[config.mk]
export PLATFORM = sky130hd
export DESIGN_NAME = csi_pkt_parser
export DESIGN_NICKNAME = d
export VERILOG_FILES = /design/src/rtl/csi_pkg.sv /design/src/rtl/csi_ecc.sv /design/src/rtl/csi_pkt_parser.sv
export SDC_FILE = /design/constraint.sdc
export NUM_CORES = 1
export LEC_CHECK = 0
export ABC_CLOCK_PERIOD_IN_PS = 3600
export CAP_MARGIN = 20
export CORE_ASPECT_RATIO = 0.75
export CORE_MARGIN = 5
export CORE_UTILIZATION = 25
export CTS_BUF_LIST = sky130_fd_sc_hd__clkbuf_2
export DETAILED_ROUTE_END_ITERATION = 16
export PLACE_DENSITY = 0.54
export SLEW_MARGIN = 20
export SYNTH_ARGS = -nofsm -noshare
export SYNTH_HDL_FRONTEND = slang
export SYNTH_SLANG_ARGS = --single-unit
[constraint.sdc]
create_clock -name clk -period 3.6 [get_ports clk]
set_clock_uncertainty 0.1 [all_clocks]
set_input_delay 0.72 -clock clk [delete_from_list [all_inputs] [get_ports clk]]
set_output_delay 0.72 -clock clk [all_outputs]
set_load 0.05 [all_outputs]
[src/rtl/csi_pkg.sv]
// ---------------------------------------------------------------------------
// csi_pkg
// Shared definitions for the CSI-2 packet parser:
//   - data-type constants for the short-packet range
//   - parser state enum
//   - ECC parity columns: the 6-bit syndrome produced by a flip of each
//     header data bit (ECC bit k flips syndrome bit k alone)
//   - ecc_calc(): 6-bit CSI-2 header ECC over 24 data bits
// ---------------------------------------------------------------------------
package csi_pkg;

    localparam logic [5:0] DT_FS        = 6'h00;
    localparam logic [5:0] DT_FE        = 6'h01;
    localparam logic [5:0] DT_LS        = 6'h02;
    localparam logic [5:0] DT_LE        = 6'h03;
    localparam logic [5:0] DT_SHORT_MAX = 6'h0F;

    typedef enum logic [0:0] {
        ST_IDLE    = 1'b0,
        ST_PAYLOAD = 1'b1
    } state_t;

    // Column code of data bit i, bit k set when data bit i feeds parity P[k].
    // Every column has odd weight, so any two-bit error gives an even-weight
    // syndrome that can never be mistaken for a single-bit column.
    localparam logic [5:0] ECC_COL [24] = '{
        6'h07, 6'h0B, 6'h0D, 6'h0E, 6'h13, 6'h15, 6'h16, 6'h19,
        6'h1A, 6'h1C, 6'h23, 6'h25, 6'h26, 6'h29, 6'h2A, 6'h2C,
        6'h31, 6'h32, 6'h34, 6'h38, 6'h1F, 6'h2F, 6'h37, 6'h3B
    };

    function automatic logic [5:0] ecc_calc(input logic [23:0] data);
        logic [5:0] ecc;
        ecc = 6'h00;
        for (int i = 0; i < 24; i++) begin
            if (data[i]) ecc = ecc ^ ECC_COL[i];
        end
        return ecc;
    endfunction

endpackage

[src/rtl/csi_ecc.sv]
// ---------------------------------------------------------------------------
// csi_ecc
// Combinational CSI-2 packet-header ECC check and single-bit correction.
// Ports:
//   i_data     [23:0]  header data (DI + WC)
//   i_ecc      [7:0]   received ECC byte; bits [7:6] carry no parity
//   o_syndrome [5:0]   recomputed ECC XOR received ECC[5:0]
//   o_correct          syndrome names exactly one bit (data or ECC)
//   o_data     [23:0]  data with the named data bit flipped back
// ---------------------------------------------------------------------------
module csi_ecc
    import csi_pkg::*;
(
    input  logic [23:0] i_data,
    input  logic [7:0]  i_ecc,
    output logic [5:0]  o_syndrome,
    output logic        o_correct,
    output logic [23:0] o_data
);

    logic [5:0] w_syn;
    logic       w_unused_ecc;

    assign w_syn        = ecc_calc(i_data) ^ i_ecc[5:0];
    assign o_syndrome   = w_syn;
    assign w_unused_ecc = ^i_ecc[7:6];

    // NOTE: every output gets a default before the conditional updates so no
    // path through the block leaves a value unassigned (no latch).
    always_comb begin
        o_data    = i_data;
        // A one-hot syndrome is an error in the ECC byte itself; data is intact.
        o_correct = $onehot(w_syn);
        for (int i = 0; i < 24; i++) begin
            if (w_syn == ECC_COL[i]) begin
                o_data[i] = ~i_data[i];
                o_correct = 1'b1;
            end
        end
    end

endmodule

[src/rtl/csi_pkt_parser.sv]
// ---------------------------------------------------------------------------
// csi_pkt_parser
// CSI-2 packet parser: header ECC check, short-packet events, long-packet
// payload words with byte-keep, and CRC extraction.
// Build option: define CSI_ECC_CORRECT_EN to correct single-bit header errors
// (hdr_corr pulses); otherwise any header ECC error drops the header.
// Ports:
//   clk, reset            rising-edge clock, async active-high reset
//   din[31:0], din_valid  aligned word stream, byte 0 first on the wire
//   ph_select             qualifies din as a packet header
//   sp_valid/sp_dt/sp_data                  short-packet event
//   pd_valid/pd_data/pd_keep/pd_last/pd_dt  long-packet payload
//   crc_valid/crc_rx      received payload CRC
//   hdr_err/hdr_corr      header ECC outcome pulses
//   pkt_abort             long packet cut short by a new header
// ---------------------------------------------------------------------------
module csi_pkt_parser
    import csi_pkg::*;
#(
    parameter int WC_W = 16
) (
    input  logic        clk,
    input  logic        reset,
    input  logic [31:0] din,
    input  logic        din_valid,
    input  logic        ph_select,
    output logic        sp_valid,
    output logic [5:0]  sp_dt,
    output logic [15:0] sp_data,
    output logic        pd_valid,
    output logic [31:0] pd_data,
    output logic [3:0]  pd_keep,
    output logic        pd_last,
    output logic [7:0]  pd_dt,
    output logic        crc_valid,
    output logic [15:0] crc_rx,
    output logic        hdr_err,
    output logic        hdr_corr,
    output logic        pkt_abort
);

    // rem counts payload plus the two CRC bytes, so it needs one extra bit.
    localparam int REM_W = WC_W + 1;

    state_t           r_state;
    logic [REM_W-1:0] r_rem;
    logic [7:0]       r_crc_lo;

    logic [5:0]       w_syndrome;
    logic             w_ecc_correct;
    logic [23:0]      w_hdr;
    logic             w_hdr_good;
    logic             w_hdr_fixed;
    logic [REM_W-1:0] w_pay_left;
    logic [2:0]       w_p;
    logic [3:0]       w_keep;
    logic [7:0]       w_crc_lo;
    logic [7:0]       w_crc_hi;
    logic             w_crc_done;

    csi_ecc u_ecc (
        .i_data     (din[23:0]),
        .i_ecc      (din[31:24]),
        .o_syndrome (w_syndrome),
        .o_correct  (w_ecc_correct),
        .o_data     (w_hdr)
    );

`ifdef CSI_ECC_CORRECT_EN
    assign w_hdr_good  = (w_syndrome == 6'h00) || w_ecc_correct;
    assign w_hdr_fixed = (w_syndrome != 6'h00) && w_ecc_correct;
`else
    // With a zero syndrome the corrected data equals the raw data, so the
    // decoder output is safe to use; the correction flag itself goes unused.
    logic w_unused_corr;
    assign w_unused_corr = w_ecc_correct;
    assign w_hdr_good    = (w_syndrome == 6'h00);
    assign w_hdr_fixed   = 1'b0;
`endif

    // Payload bytes still owed (rem minus the CRC) and how many land here.
    assign w_pay_left = (r_rem > REM_W'(2)) ? r_rem - REM_W'(2) : '0;
    assign w_p        = (w_pay_left >= REM_W'(4)) ? 3'd4 : w_pay_left[2:0];
    assign w_crc_done = (r_rem <= REM_W'(4));

    always_comb begin
        case (w_p)
            3'd1:    w_keep = 4'b0001;
            3'd2:    w_keep = 4'b0011;
            3'd3:    w_keep = 4'b0111;
            3'd4:    w_keep = 4'b1111;
            default: w_keep = 4'b0000;
        endcase
    end

    // Byte j of this word sits rem-j bytes from the end of the packet: the
    // CRC low byte is 2 from the end, the high byte is the final one. A low
    // byte that arrives alone (rem = 5) is held in r_crc_lo for the next word.
    always_comb begin
        w_crc_lo = r_crc_lo;
        w_crc_hi = 8'h00;
        for (int j = 0; j < 4; j++) begin
            if (r_rem == REM_W'(j + 2)) w_crc_lo = din[8*j +: 8];
            if (r_rem == REM_W'(j + 1)) w_crc_hi = din[8*j +: 8];
        end
    end

    // NOTE: sequential state is updated with non-blocking assignments so every
    // register samples the pre-edge values regardless of statement order.
    always_ff @(posedge clk or posedge reset) begin
        if (reset) begin
            r_state   <= ST_IDLE;
            r_rem     <= '0;
            r_crc_lo  <= 8'h00;
            sp_valid  <= 1'b0;
            sp_dt     <= 6'h00;
            sp_data   <= 16'h0000;
            pd_valid  <= 1'b0;
            pd_data   <= 32'h0000_0000;
            pd_keep   <= 4'h0;
            pd_last   <= 1'b0;
            pd_dt     <= 8'h00;
            crc_valid <= 1'b0;
            crc_rx    <= 16'h0000;
            hdr_err   <= 1'b0;
            hdr_corr  <= 1'b0;
            pkt_abort <= 1'b0;
        end else begin
            sp_valid  <= 1'b0;
            pd_valid  <= 1'b0;
            pd_last   <= 1'b0;
            crc_valid <= 1'b0;
            hdr_err   <= 1'b0;
            hdr_corr  <= 1'b0;
            pkt_abort <= 1'b0;

            if (din_valid) begin
                if (ph_select) begin
                    // A header always wins, even mid-packet.
                    pkt_abort <= (r_state == ST_PAYLOAD);
                    r_state   <= ST_IDLE;
                    if (!w_hdr_good) begin
                        hdr_err <= 1'b1;
                    end else begin
                        hdr_corr <= w_hdr_fixed;
                        if (w_hdr[5:0] <= DT_SHORT_MAX) begin
                            sp_valid <= 1'b1;
                            sp_dt    <= w_hdr[5:0];
                            sp_data  <= w_hdr[23:8];
                        end else begin
                            pd_dt   <= w_hdr[7:0];
                            r_rem   <= REM_W'(w_hdr[8 +: WC_W]) + REM_W'(2);
                            r_state <= ST_PAYLOAD;
                        end
                    end
                end else if (r_state == ST_PAYLOAD) begin
                    if (w_p != 3'd0) begin
                        pd_valid <= 1'b1;
                        pd_data  <= din;
                        pd_keep  <= w_keep;
                        pd_last  <= (w_pay_left <= REM_W'(4));
                    end
                    r_crc_lo <= w_crc_lo;
                    if (w_crc_done) begin
                        crc_valid <= 1'b1;
                        crc_rx    <= {w_crc_hi, w_crc_lo};
                        r_rem     <= '0;
                        r_state   <= ST_IDLE;
                    end else begin
                        r_rem <= r_rem - REM_W'(4);
                    end
                end
            end
        end
    end

endmodule

### Yosys cells after proc, flatten, opt, wreduce, memory -nomap -nowiden

Cells that the tools add are included.

| operators by class | value |
|---|---|
| equal/unequal tests | 35 |
| bitwise logic cells | 50 |
| $add $sub $neg | 3 |
| mux-type cells | 90 |
| reductions and logical operators | 9 |
| order comparisons | 5 |

Operators with widths:

| cell | number |
|---|---|
| 2-to-1 mux 17 bit | 6 |
| == test 6 bit, second input constant | 13 |
| 2-to-1 mux 6 bit | 13 |
| 2-to-1 mux 8 bit | 8 |
| 2-to-1 mux 1 bit | 50 |
| NOT 3 bit | 16 |
| == test 6 x 5 -> 1 bit, second input constant | 7 |
| 2-to-1 mux 5 bit | 7 |
| == test 17 x 2 -> 1 bit, second input constant | 2 |
| == test 17 x 3 -> 1 bit, second input constant | 2 |
| less-or-equal comparator 17 x 3 -> 1 bit, second input constant | 2 |
| NOT 1 bit | 26 |
| NOT 5 bit | 4 |
| AND reduction 4 bit | 5 |
| == test 6 x 4 -> 1 bit, second input constant | 3 |
| adder 16 x 2 -> 17 bit, second input constant | 1 |
| == test 17 x 1 -> 1 bit, second input constant | 1 |
| >= comparator 17 x 3 -> 1 bit, second input constant | 1 |
| greater-than comparator 17 x 2 -> 1 bit, second input constant | 1 |
| subtractor 17 x 2 -> 17 bit, second input constant | 1 |
| subtractor 17 x 3 -> 17 bit, second input constant | 1 |
| case mux 4 bit (4 select lines) | 1 |
| 2-to-1 mux 4 bit | 3 |
| NOT 2 -> 3 bit | 3 |
| 13 further kinds | 15 |

| storage, ports and cells | value |
|---|---|
| input port bits | 36 |
| output and inout port bits | 89 |
| logic and storage cells | 207 |
| register bits | 114 |

### Logic depth before layout (Yosys ltp)

Gate-level depths: netlist of the first run.

| logic depth | value |
|---|---|
| depth after elaboration | 55 |
| depth in mapped cells | 16 |
| gate-level depth less buffers | 14 |

### By module

Synthesis of the first run repeated with hierarchy kept, for this count alone.

| second synthesis, totals | value |
|---|---|
| cells, all modules | 727 |
| area total of the unflattened synthesis | 7,226.9 µm² |

Modules (own cells, without submodules):

| module | seq. area each (µm²) | area an instance (µm²) | times used | cells an instance |
|---|---|---|---|---|
| csi_pkt_parser | 2,852.7 | 5,830.6 | 1 | 572 |
| csi_ecc | 0.0 | 1,396.3 | 1 | 155 |

### Worst setup path before layout of the first run

No wires, ideal clock.

| timing | value |
|---|---|
| path type | input-to-reg |
| start point | input din[22] |
| end point | register r_rem[13] |
| stages on the path | 15 |
| data arrival time | 3,667 ps |
| setup slack | -309 ps |
| path buffers | 1 |
| required time | 3,358 ps |
| library setup time | 142 ps |
| cell sequence | buf_2 > xor2_1 > xnor2_2 > xnor3_2 > and2_1 > a21oi_1 > nor3_2 > xnor2_1 > inv_1 > ha_1 > nand2_1 > o21ai_1 > nand4_1 > xnor2_1 > o221ai_1 |

| on the way | value |
|---|---|
| word-level cells in the longest chain between the ends | 10 |
| elaborated cells on any way between the ends | 53 |
| classes of those cells | add/sub: 1; order compare: 1; eq/ne: 22; mux: 25; bitwise: 2; reduce/logical: 2 |

Ends and longest elaborated chain:

| item | line | text |
|---|---|---|
| from (decl) | csi_pkt_parser.sv:24 | `input logic [31:0] din,` |
| 2-to-1 mux 6 bit * | csi_pkg.sv:36 | `if (data[i]) ecc = ecc ^ ECC_COL[i];` |
| NOT 5 bit (no line) | - |  |
| 2-to-1 mux 6 bit * | csi_pkg.sv:36 |  |
| bitwise XOR 6 bit * | csi_ecc.sv:24 | `assign w_syn = ecc_calc(i_data) ^ i_ecc[5:0];` |
| == test 6 x 5 -> 1 bit * | csi_ecc.sv:35 | `if (w_syn == ECC_COL[i]) begin` |
| 2-to-1 mux 1 bit * | csi_ecc.sv:35 |  |
| named net u_ecc.o_data[9] | csi_ecc.sv:18 | `output logic [23:0] o_data` |
| adder 16 x 2 -> 17 bit * | csi_pkt_parser.sv:152 | `r_rem <= REM_W'(w_hdr[8 +: WC_W]) + REM_W'(2);` |
| 2-to-1 mux 17 bit * | csi_pkt_parser.sv:146 | `if (w_hdr[5:0] <= DT_SHORT_MAX) begin` |
| 2-to-1 mux 17 bit * | csi_pkt_parser.sv:142 | `if (!w_hdr_good) begin` |
| 2-to-1 mux 17 bit * | csi_pkt_parser.sv:138 | `if (ph_select) begin` |
| to (signal assigned) | csi_pkt_parser.sv:152 |  |
| to (signal assigned) | csi_pkt_parser.sv:170 | `r_rem <= r_rem - REM_W'(4);` |
| to (decl) | csi_pkt_parser.sv:46 | `logic [REM_W-1:0] r_rem;` |

The timed path passes the listed nets; every way through them passes the cells marked *. The select of a mux whose other input is x is not followed.
A chain may end at the register's enable or synchronous reset.

### Worst setup path after layout of the first run

| timing | value |
|---|---|
| start point | input din[11] |
| end point | register r_rem[14] |

| on the way | value |
|---|---|
| word-level cells in the longest chain between the ends | 30 |
| elaborated cells on any way between the ends | 78 |
| classes of those cells | add/sub: 1; order compare: 1; eq/ne: 23; mux: 37; bitwise: 14; reduce/logical: 2 |

Ends and longest elaborated chain:

| item | line |
|---|---|
| 2-to-1 mux 6 bit | csi_pkg.sv:36 |
| NOT 3 bit (no line) | - |
| 2-to-1 mux 6 bit | csi_pkg.sv:36 |
| NOT 3 bit (no line) | - |
| 2-to-1 mux 6 bit | csi_pkg.sv:36 |
| NOT 3 bit (no line) | - |
| 2-to-1 mux 6 bit | csi_pkg.sv:36 |
| NOT 3 bit (no line) | - |
| (+14 left out) | - |
| 2-to-1 mux 6 bit | csi_pkg.sv:36 |
| bitwise XOR 6 bit | csi_ecc.sv:24 |
| == test 6 x 5 -> 1 bit or == test 6 bit (tied branches) | csi_ecc.sv:35 |
| 2-to-1 mux 1 bit | csi_ecc.sv:35 |
| adder 16 x 2 -> 17 bit | csi_pkt_parser.sv:152 |
| 2-to-1 mux 17 bit | csi_pkt_parser.sv:146 |
| 2-to-1 mux 17 bit | csi_pkt_parser.sv:142 |
| 2-to-1 mux 17 bit | csi_pkt_parser.sv:138 |

Several ways; a longest one is shown, not always the timed one. The select of a mux whose other input is x is not followed.

==> results.md, run 1 <==
- The flow ran to the end, and the final reports show no timing, DRC or antenna violations.
- The number of standard cells in the layout, taps in and fillers out is around 1300.
- Headroom to the max-slew limit came out at 58.8%.
- The first-iteration detailed-routing DRC count is a little under 500.
- The placer's final routability congestion estimate is 0.863.
- The analysis attributes to net switching a power of roughly 3 mW.
- In this run the critical register-to-register path is launched from r_rem[10].
- The number of detailed-routing iterations run before antenna repair is 8.
- From synthesis to final layout, the design area changed by 45.6%.
- The class of the tightest hold or removal check is in -> async.
- The floorplan step defined a core boundary enclosing between 20000 and 30000 sq um.
- The number of antenna diodes in the final layout is 0.
- For this design, the sink count on the clock tree is 114.
- Fill cells in the final layout number between 2000 and 3000.
- At the pin with the least slew margin, the transition time is 0.617 ns.
- For this configuration, the core starts out at a cell density of around 25%.
- In this run the static leakage power is 4.41 nW.
- Among all flip-flop cells after synthesis, the most frequent one is sky130_fd_sc_hd__dfrtp_1.
- The critical path data arrival time is between 4 and 5 ns.
- The placed instances occupy a cell area of 9610 sq um.
- The number of buffers inserted for hold repair after clock tree synthesis is 0.
- In this run the vertical extent of the chip is around 150 um.
- The number of port buffers is ~120.
- For this run the aggregate overflow at the end of global routing stands at 0.
- The final standard cell utilization of the core is a little under two fifths.
- In this run the count of I/O pins placed on the die edge is between 100 and 150.
- The number of nets in the synthesized netlist is between 700 and 800.
- Clock-pin slew was measured on the worst setup and hold paths at ~0.23 ns.
- The maximum VDD drop is approximately 0.00048 V.
- The CTS tree is built.
- The cell-internal power is 3.43 mW.
- The flop-to-flop setup slack is ~0.23 ns.
- The number of synthesized register bits is roughly 110.
- The part of the cycle the worst path needs is 98.1%.
- The largest delay contributor family on the critical path is simple AND/OR/NAND/NOR gates.
- The delay contributed by the slowest stage of the critical path is approximately 0.5 ns.
- In this run the core area contains 52 standard-cell rows.
- In this run switching power makes up a little under half of total power.
- The power share of the sequential group is between 20 and 30%.
- The leading cell type in the layout, fill and taps excluded is sky130_fd_sc_hd__buf_4.
- The minimum period implied by the final worst setup slack is between 3 and 4 ns.
- The initial antenna violation count is 0.
- Setup slack on the critical path of the routed design comes to approximately 0.067 ns.
- The global-route wire length before repair is about 37000 um.
- In this run the worst path has a maximum fanout of 6.
- The number of max-capacitance violations reported is 0.
- The pin count of the biggest net entering global routing is between 50 and 60.
- The count of buffer and inverter cells on the critical path is 2.
- The class of the most critical setup path is in -> reg.
- The final layout contains 999 nets.
- The number of buffers created by CTS is 17.
- The maximum root-to-sink buffer count is 2.
- The nature of the critical path startpoint is an input pin.
- Hold is met by roughly 0.26 ns.
- In this run, synthesis inferred 0 flip-flops with an integrated enable.
- CTS placed an instance of sky130_fd_sc_hd__clkbuf_2 at the clock tree root.
- The average routed wire per standard cell is roughly 18 um.
- After synthesis, flip-flops and latches occupy about two fifths of the total area.
- Across all layers, the routed design uses a little over 6000 vias.
- The routed via count divided by cell count is between 4 and 5.
- The Yosys step of the flow raised 0 warnings.
- The remaining antenna violation count is 0.
- The number of placed instances, taps included, is 1285.
- Setup repair after global routing left no endpoint under its margin.
- The total power is 6.36 mW.
- The number of global-route vias before repair is ~6100.
- Setup violations remaining at the end of the flow were counted as 0.
- Data on the critical path is required at its endpoint by 4.11 ns.
- Of the cells placed in the final design, the portion with a size suffix greater than 1 is 29.0%.
- The achievable clock frequency is around 280 MHz.
- The final-report hold violation count was 0.
- In this run the number of H-tree levels came out at 4.
- The post-place setup slack is -0.861 ns.
- The synthesized area divided by synthesized cell count is ~9.6 sq um.
- The number of max-slew violations in the final report is 0.
- For the worst flop-to-flop path, the logic depth is 13.
- The total power per unit cell area is around 640 nW/um^2.
- The category of the worst setup path capture point is a register.
- The total DRC errors in the routed layout is 0.
- With fillers left out, the area of the finished cells amounts to ~10000 sq um.
- After synthesis, the share of flip-flops with an asynchronous set or reset is between 90% and 100%.
- Measured along the x axis, the die boundary spans around 200 um.
- Traced cell by cell, the critical path runs through clkdlybuf4s50_1 -> xnor2_2 -> buf_4 -> xnor3_2 -> xnor2_4 -> and2b_4 -> mux2i_4 -> nor4_2 -> nor2_1 -> or4_4 -> nand4b_1 -> xnor2_1 -> o21ai_1.
- Of the total power, the clock network draws 15.0%.
- Combinational logic is responsible for 57.0% of the overall power.
- The library cells used most frequently in the layout, excluding fill and tap cells, are sky130_fd_sc_hd__buf_4 (146), sky130_fd_sc_hd__clkdlybuf4s50_1 (115), sky130_fd_sc_hd__dfrtp_1 (113).
- The distinct cell type count after synthesis is 72.
- The sum of routed wire length over all layers is between 20000 and 25000 um.
- The die area is approximately 31000 sq um.
- The reg-to-reg critical path endpoint is pd_data[12].
- The cell area that synthesis handed to floorplanning was between 6000 and 7000 sq um.
- The final total negative setup slack is 0 ns.
- The critical-path cell with the highest stage delay is sky130_fd_sc_hd__or4_4.
- The aggregate global-route resource usage is about 15%.
- Once detailed placement completed, the half-perimeter wirelength came to 19100 um.
- Clock latency on the worst-skew pair, taken at its later pin, is roughly 0.75 ns.
- Synthesis handed over a netlist of between 700 and 800 instances.
flip-flops by register name, summed over array words and instances, names as in the netlist, 4 cells and up:
register  count
r_crc_lo      8
pd_dt         8
pd_keep       4
sp_data      16
pd_data      32
crc_rx       16
sp_dt         6
r_rem        17
power by group through the flow:
stage	logic (mW)	registers [mW]	clock network (mW)
after floorplan	1.28	2.71	0
after global placement	3.57	1.81	0
after detailed placement	3.57	1.81	0
after CTS	3.60	1.79	0.989
after global routing	3.84	1.84	1.04
final	3.63	1.79	0.952
Yosys cell counts, drive strengths merged (2+ instances only):
library cell / n / area, sq um
o211ai: 3 / 22.5
nor2b: 4 / 30.0
mux2i: 18 / 196
a21o: 3 / 22.5
a22o: 2 / 17.5
nand4: 8 / 50.1
and2: 7 / 43.8
a31oi: 2 / 18.8
a21oi: 34 / 181
xnor3: 6 / 138
or2: 6 / 37.5
mux2: 38 / 428
o31ai: 4 / 35.0
and3: 2 / 12.5
nor2: 48 / 183
nand2: 88 / 330
buf: 27 / 158
a22oi: 3 / 22.5
xor2: 19 / 181
nand2b: 5 / 31.3
ha: 5 / 62.6
and2b: 2 / 17.5
o21ai: 79 / 395
a222oi: 8 / 80.1
nor3b: 6 / 45.0
a211oi: 3 / 27.5
o32ai: 2 / 17.5
inv: 9 / 33.8
clkbuf: 24 / 91.3
or4: 3 / 26.3
o221ai: 6 / 52.6
nand3: 9 / 45.0
xnor2: 60 / 589
nor3: 36 / 211
dfrtp: 114 / 2850
nor4: 7 / 58.8
worst max path at each step:
stage | depth (start not counted) | startpoint | to
after floorplan | 12 | din[8] | r_rem[14]
after global placement | 13 | din[21] | r_rem[14]
after detailed placement | 13 | din[21] | r_rem[8]
after CTS | 15 | din[13] | pd_dt[3]
after global routing | 15 | din[3] | r_rem[12]
final | 13 | din[11] | r_rem[14]
worst register-to-register path, delay by kind of cell (launching register included):
kind | cells | cell delay, ns
AO/OA/AOI/OAI | 5 | 0.69
buffers and inverters | 3 | 0.43
flip-flops | 1 | 0.49
multiplexers | 1 | 0.36
AND/OR/NAND/NOR | 4 | 1.21
final cells by class:
class	count	area [sq um]	area share (%)
Timing Repair Buffer	276	2480	24.8
Inverter	9	37.5	0.375
Tap cell	351	439	4.39
Multi-Input combinational cell	540	3940	39.4
Clock inverter	14	165	1.65
Clock buffer	18	90.1	0.900
Sequential cell	114	2850	28.5
cell families (layout without fill, tap and decap cells):
kind of cell,Yosys count,in the layout,synth area share (%)
and+or+nand+nor,236,236,17.1
AOI/OAI and AO/OA,157,157,14.0
DFF,114,114,41.5
xor gates and xnor gates,85,85,13.2
buffers and inverters,60,317,4.12
muxes,56,56,9.09
adders and majority gates,5,5,0.911
other,1,1,0.0546
routing by layer:
| metal | part of all wire [%] | global-route usage [%] |
|---|---|---|
| met3 | 7.9 | 5.60 |
| met2 | 43 | 22.7 |
| met1 | 48 | 22.0 |
| met5 | 0 | 0 |
| met4 | 0.96 | 2.73 |
timing repair:
action	in CTS	in global routing
resized for setup	1	18
gates cloned	0	1
pin swaps	0	7
endpoints found under the setup margin	1	65
buffers inserted	1	3
(Power assumes the default switching activity.)
==> run 2: changes to the inputs <==
CORE_UTILIZATION = 50   (was 25)
PLACE_DENSITY = 0.88   (was 0.54)
==> results.md, run 2 (synthesis gave the netlist of run 1 again) <==
- The via count is 6504 (was 6179).
- The maximum root-to-sink buffer count is 2 (unchanged).
- The achievable clock frequency is 280 MHz (was 283 MHz).
- The total placed cells including tap cells is 1085 (was 1285).
- The worst reg-to-reg path cell count is 11 (was 13).
- The leakage power figure is 4.26 nW (was 4.41 nW).
- The final-report hold violation count came to 0 (unchanged).
- The combinational share of power is 57.0% (about the same).
- The remaining antenna violation count came to 0 (unchanged).
- The smallest hold slack was 0.388 ns (was 0.258 ns).
- The number of nets in the layout was 976 (was 999).
- The die width is 145 um (was 201 um).
- Unrepaired setup endpoints after global routing: yes (was no).
- The switching part of the total power is 46.4% (was 46.0%).
- The aggregate global-route resource usage came to 26.2% (was 15.4%).
- The first-iteration detailed-routing DRC count is 800 (was 496).
- The estimated wirelength of the detail-placed design is 16400 um (was 19100 um).
- The power share of the sequential group came to 28.4% (was 28.1%).
- The average routed wire per standard cell is 19.2 um (was 18.3 um).
- The number of flip-flops under the largest register name was 32 (unchanged).
- The number of buffers created by CTS is 17 (unchanged).
- The data required time of the worst path is 4.09 ns (was 4.11 ns).
- The delay contributed by the slowest stage of the critical path is 0.60 ns (was 0.49 ns).
- The number of standard cells in the layout, taps in and fillers out is 1124 (was 1322).
- The total power per unit cell area is 656 nW/um^2 (was 636 nW/um^2).
- The core outline area is 13600 sq um (was 27100 sq um).
- The final total negative setup slack is 0 ns (unchanged).
- The number of max-capacitance violations reported was 0 (unchanged).
- The clock share of power is 14.7% (was 15.0%).
- Worst-path cell chain: clkdlybuf4s50_1 -> xor2_2 -> buf_4 -> xnor3_2 -> xnor2_4 -> buf_12 -> nor3_4 -> a31oi_4 -> nor3_2 -> xnor2_2 -> or4_4 -> nor2_2 -> xnor2_1 -> o221ai_1 (was clkdlybuf4s50_1 -> xnor2_2 -> buf_4 -> xnor3_2 -> xnor2_4 -> and2b_4 -> mux2i_4 -> nor4_2 -> nor2_1 -> or4_4 -> nand4b_1 -> xnor2_1 -> o21ai_1).
- Top library cells by usage in the layout, fill and taps aside: sky130_fd_sc_hd__buf_4 (124), sky130_fd_sc_hd__clkdlybuf4s50_1 (119), sky130_fd_sc_hd__dfrtp_1 (114) (was sky130_fd_sc_hd__buf_4 (146), sky130_fd_sc_hd__clkdlybuf4s50_1 (115), sky130_fd_sc_hd__dfrtp_1 (113)).
- The die outline height is 112 um (was 154 um).
- The pin count of the biggest net entering global routing is 115 (was 51).
- The critical path data arrival time was 4.06 ns (was 4.04 ns).
- The global route total overflow was 0 (unchanged).
- The category of the worst setup path capture point is a register (unchanged).
- The H-tree level count came to 4 (unchanged).
- The power dissipated by switching net loads is 2.92 mW (was 2.93 mW).
- The minimum period implied by the final worst setup slack is 3.58 ns (was 3.53 ns).
- The synthesis-to-layout area growth is 39.7% (was 45.6%).
- The global-route wire length before repair was 34500 um (was 37000 um).
- The CTS tree is built (unchanged).
- The initial antenna violation count is 1 (was 0).
- The cell at the root of the clock tree was sky130_fd_sc_hd__clkbuf_2 (unchanged).
- The maximum VDD drop is 0.000524 V (was 0.000476 V).
- The part of the cycle the worst path needs came to 99.4% (was 98.1%).
- The number of failing setup endpoints in the final timing report is 0 (unchanged).
- The final-layout fill cell count was 1017 (was 2757).
- The worst hold path depth is 1.
- The worst slew slack as a fraction of its limit is 59.3% (was 58.8%).
- The routed via count divided by cell count was 5.79 (was 4.67).
- The die area came to 16200 sq um (was 30900 sq um).
- The total number of clock tree sinks is 114 (unchanged).
- The class of the most critical setup path was in -> reg (unchanged).
- The number of placed I/O pins was 125 (unchanged).
- The total DRC errors in the routed layout is 0 (unchanged).
- The sum of routed wire length over all layers came to 21500 um (was 24300 um).
- The register name with the most flops was pd_data (unchanged).
- The number of max-slew violations in the final report is 0 (unchanged).
- The insertion delay of the later-clocked pin in the worst-skew pair is 0.72 ns (was 0.75 ns).
- The effective utilization at floorplan is 50.5% (was 25.4%).
- The cell-internal power is 3.37 mW (was 3.43 mW).
- The number of global-route vias before repair is 6485 (was 6129).
- The total power came to 6.30 mW (was 6.36 mW).
- The class of the tightest hold or removal check is reg -> reg (was in -> async).
- The critical-path cell with the highest stage delay was sky130_fd_sc_hd__or4_4 (unchanged).
- The nature of the critical path startpoint is an input pin (unchanged).
- Leading registers by flop count: pd_data (32), r_rem (17) (unchanged).
- The actual slew at the worst max-slew pin is 0.610 ns (was 0.617 ns).
- The row count was 37 (was 52).
- The number of logic stages on the critical path including buffering is 14 (was 13).
- The maximum fanout encountered on the critical timing path was 6 (unchanged).
- Result of the run: complete, no violations (unchanged).
- The count of buffer and inverter cells on the critical path is 3 (was 2).
- The placer's final routability congestion estimate is 0.979 (was 0.863).
- The number of detailed-routing iterations run before antenna repair was 8 (unchanged).
- The largest delay contributor family on the critical path is simple AND/OR/NAND/NOR gates (unchanged).
- The number of port buffers is 123 (unchanged).
- The leading cell type in the layout, fill and taps excluded is sky130_fd_sc_hd__buf_4 (unchanged).
- The share of post-route cells with drive strength above 1 is 27.4% (was 29.0%).
- The clock-pin transition on the worst setup and hold timing paths is 0.18 ns (was 0.23 ns).
## run 2: changes by cell type in the layout (fill, tap and decap cells not counted), moves of 3 or more
cell,previous run,this run
sky130_fd_sc_hd__buf_4,146,124
sky130_fd_sc_hd__clkdlybuf4s50_1,115,119
sky130_fd_sc_hd__dlymetal6s2s_1,7,4
sky130_fd_sc_hd__nor3_1,28,25
sky130_fd_sc_hd__nor3_2,6,9
## run 2: layout make-up
class / count / area [sq um] / share of cell area, %
Timing Repair Buffer: 253 / 2290 / 23.9
Antenna cell: 1 / 2.50 / 0.0261
Clock buffer: 17 / 85.1 / 0.886
Clock inverter: 15 / 168 / 1.75
Inverter: 9 / 37.5 / 0.391
Tap cell: 175 / 219 / 2.28
Multi-Input combinational cell: 540 / 3940 / 41.1
Sequential cell: 114 / 2850 / 29.7
## run 2: metrics by stage
stage          utilization (%)  instance area [sq um]  setup WS [ns]
3_3_place_gp              67.8                   9230         -0.623
4_1_cts                   69.8                   9510         0.0173
5_1_grt                   70.5                   9600        -0.0498
6_report                  70.5                   9600         0.0224
2_1_floorplan                -                   7040        -0.0535
3_5_place_dp              67.8                   9230         -0.771
## run 2: worst register-to-register path: cells and delay by family (launching register included)
kind	cells	cell delay (ns)
buffers and inverters	2	0.37
AO/OA/AOI/OAI	4	0.50
multiplexers	1	0.31
AND/OR/NAND/NOR	4	1.60
flip-flops	1	0.41
## run 2: worst paths after layout
kind / from / end / slack (ns)
max: din[5] / r_rem[6] / 0.02
min: pd_keep[0] / pd_keep[0] / 0.39
max reg2reg: r_rem[9] / pd_data[11] / 0.22
min reg2reg: pd_keep[0] / pd_keep[0] / 0.39
max in group asynchronous: reset / r_crc_lo[5] / 2.52
min in group asynchronous: reset / r_crc_lo[2] / 0.40
## run 2: what timing repair did
action | 4_1_cts | 5_1_grt
pin swaps | 1 | 4
endpoints found under the setup margin | 1 | 41
gates resized for setup | 0 | 13
buffers inserted | 2 | 4
hold endpoints to repair | 0 | 0
hold buffers | 0 | 0
## run 2: metal layers
layer	up-vias	global-route usage (%)	routed length, um
met5	-	0	0
met4	0	5.47	450
met3	53	8.10	2180
met2	359	41.4	9870
met1	3147	36.1	9030
li1	2945	-	-
## run 2: power by group through the flow
stage / registers [mW] / logic (mW) / clock network (mW)
floorplan: 2.71 / 1.28 / 0
global placement: 1.79 / 3.43 / 0
detailed placement: 1.81 / 3.47 / 0
CTS: 1.78 / 3.53 / 0.937
global route: 1.83 / 3.76 / 0.998
finish: 1.79 / 3.59 / 0.925
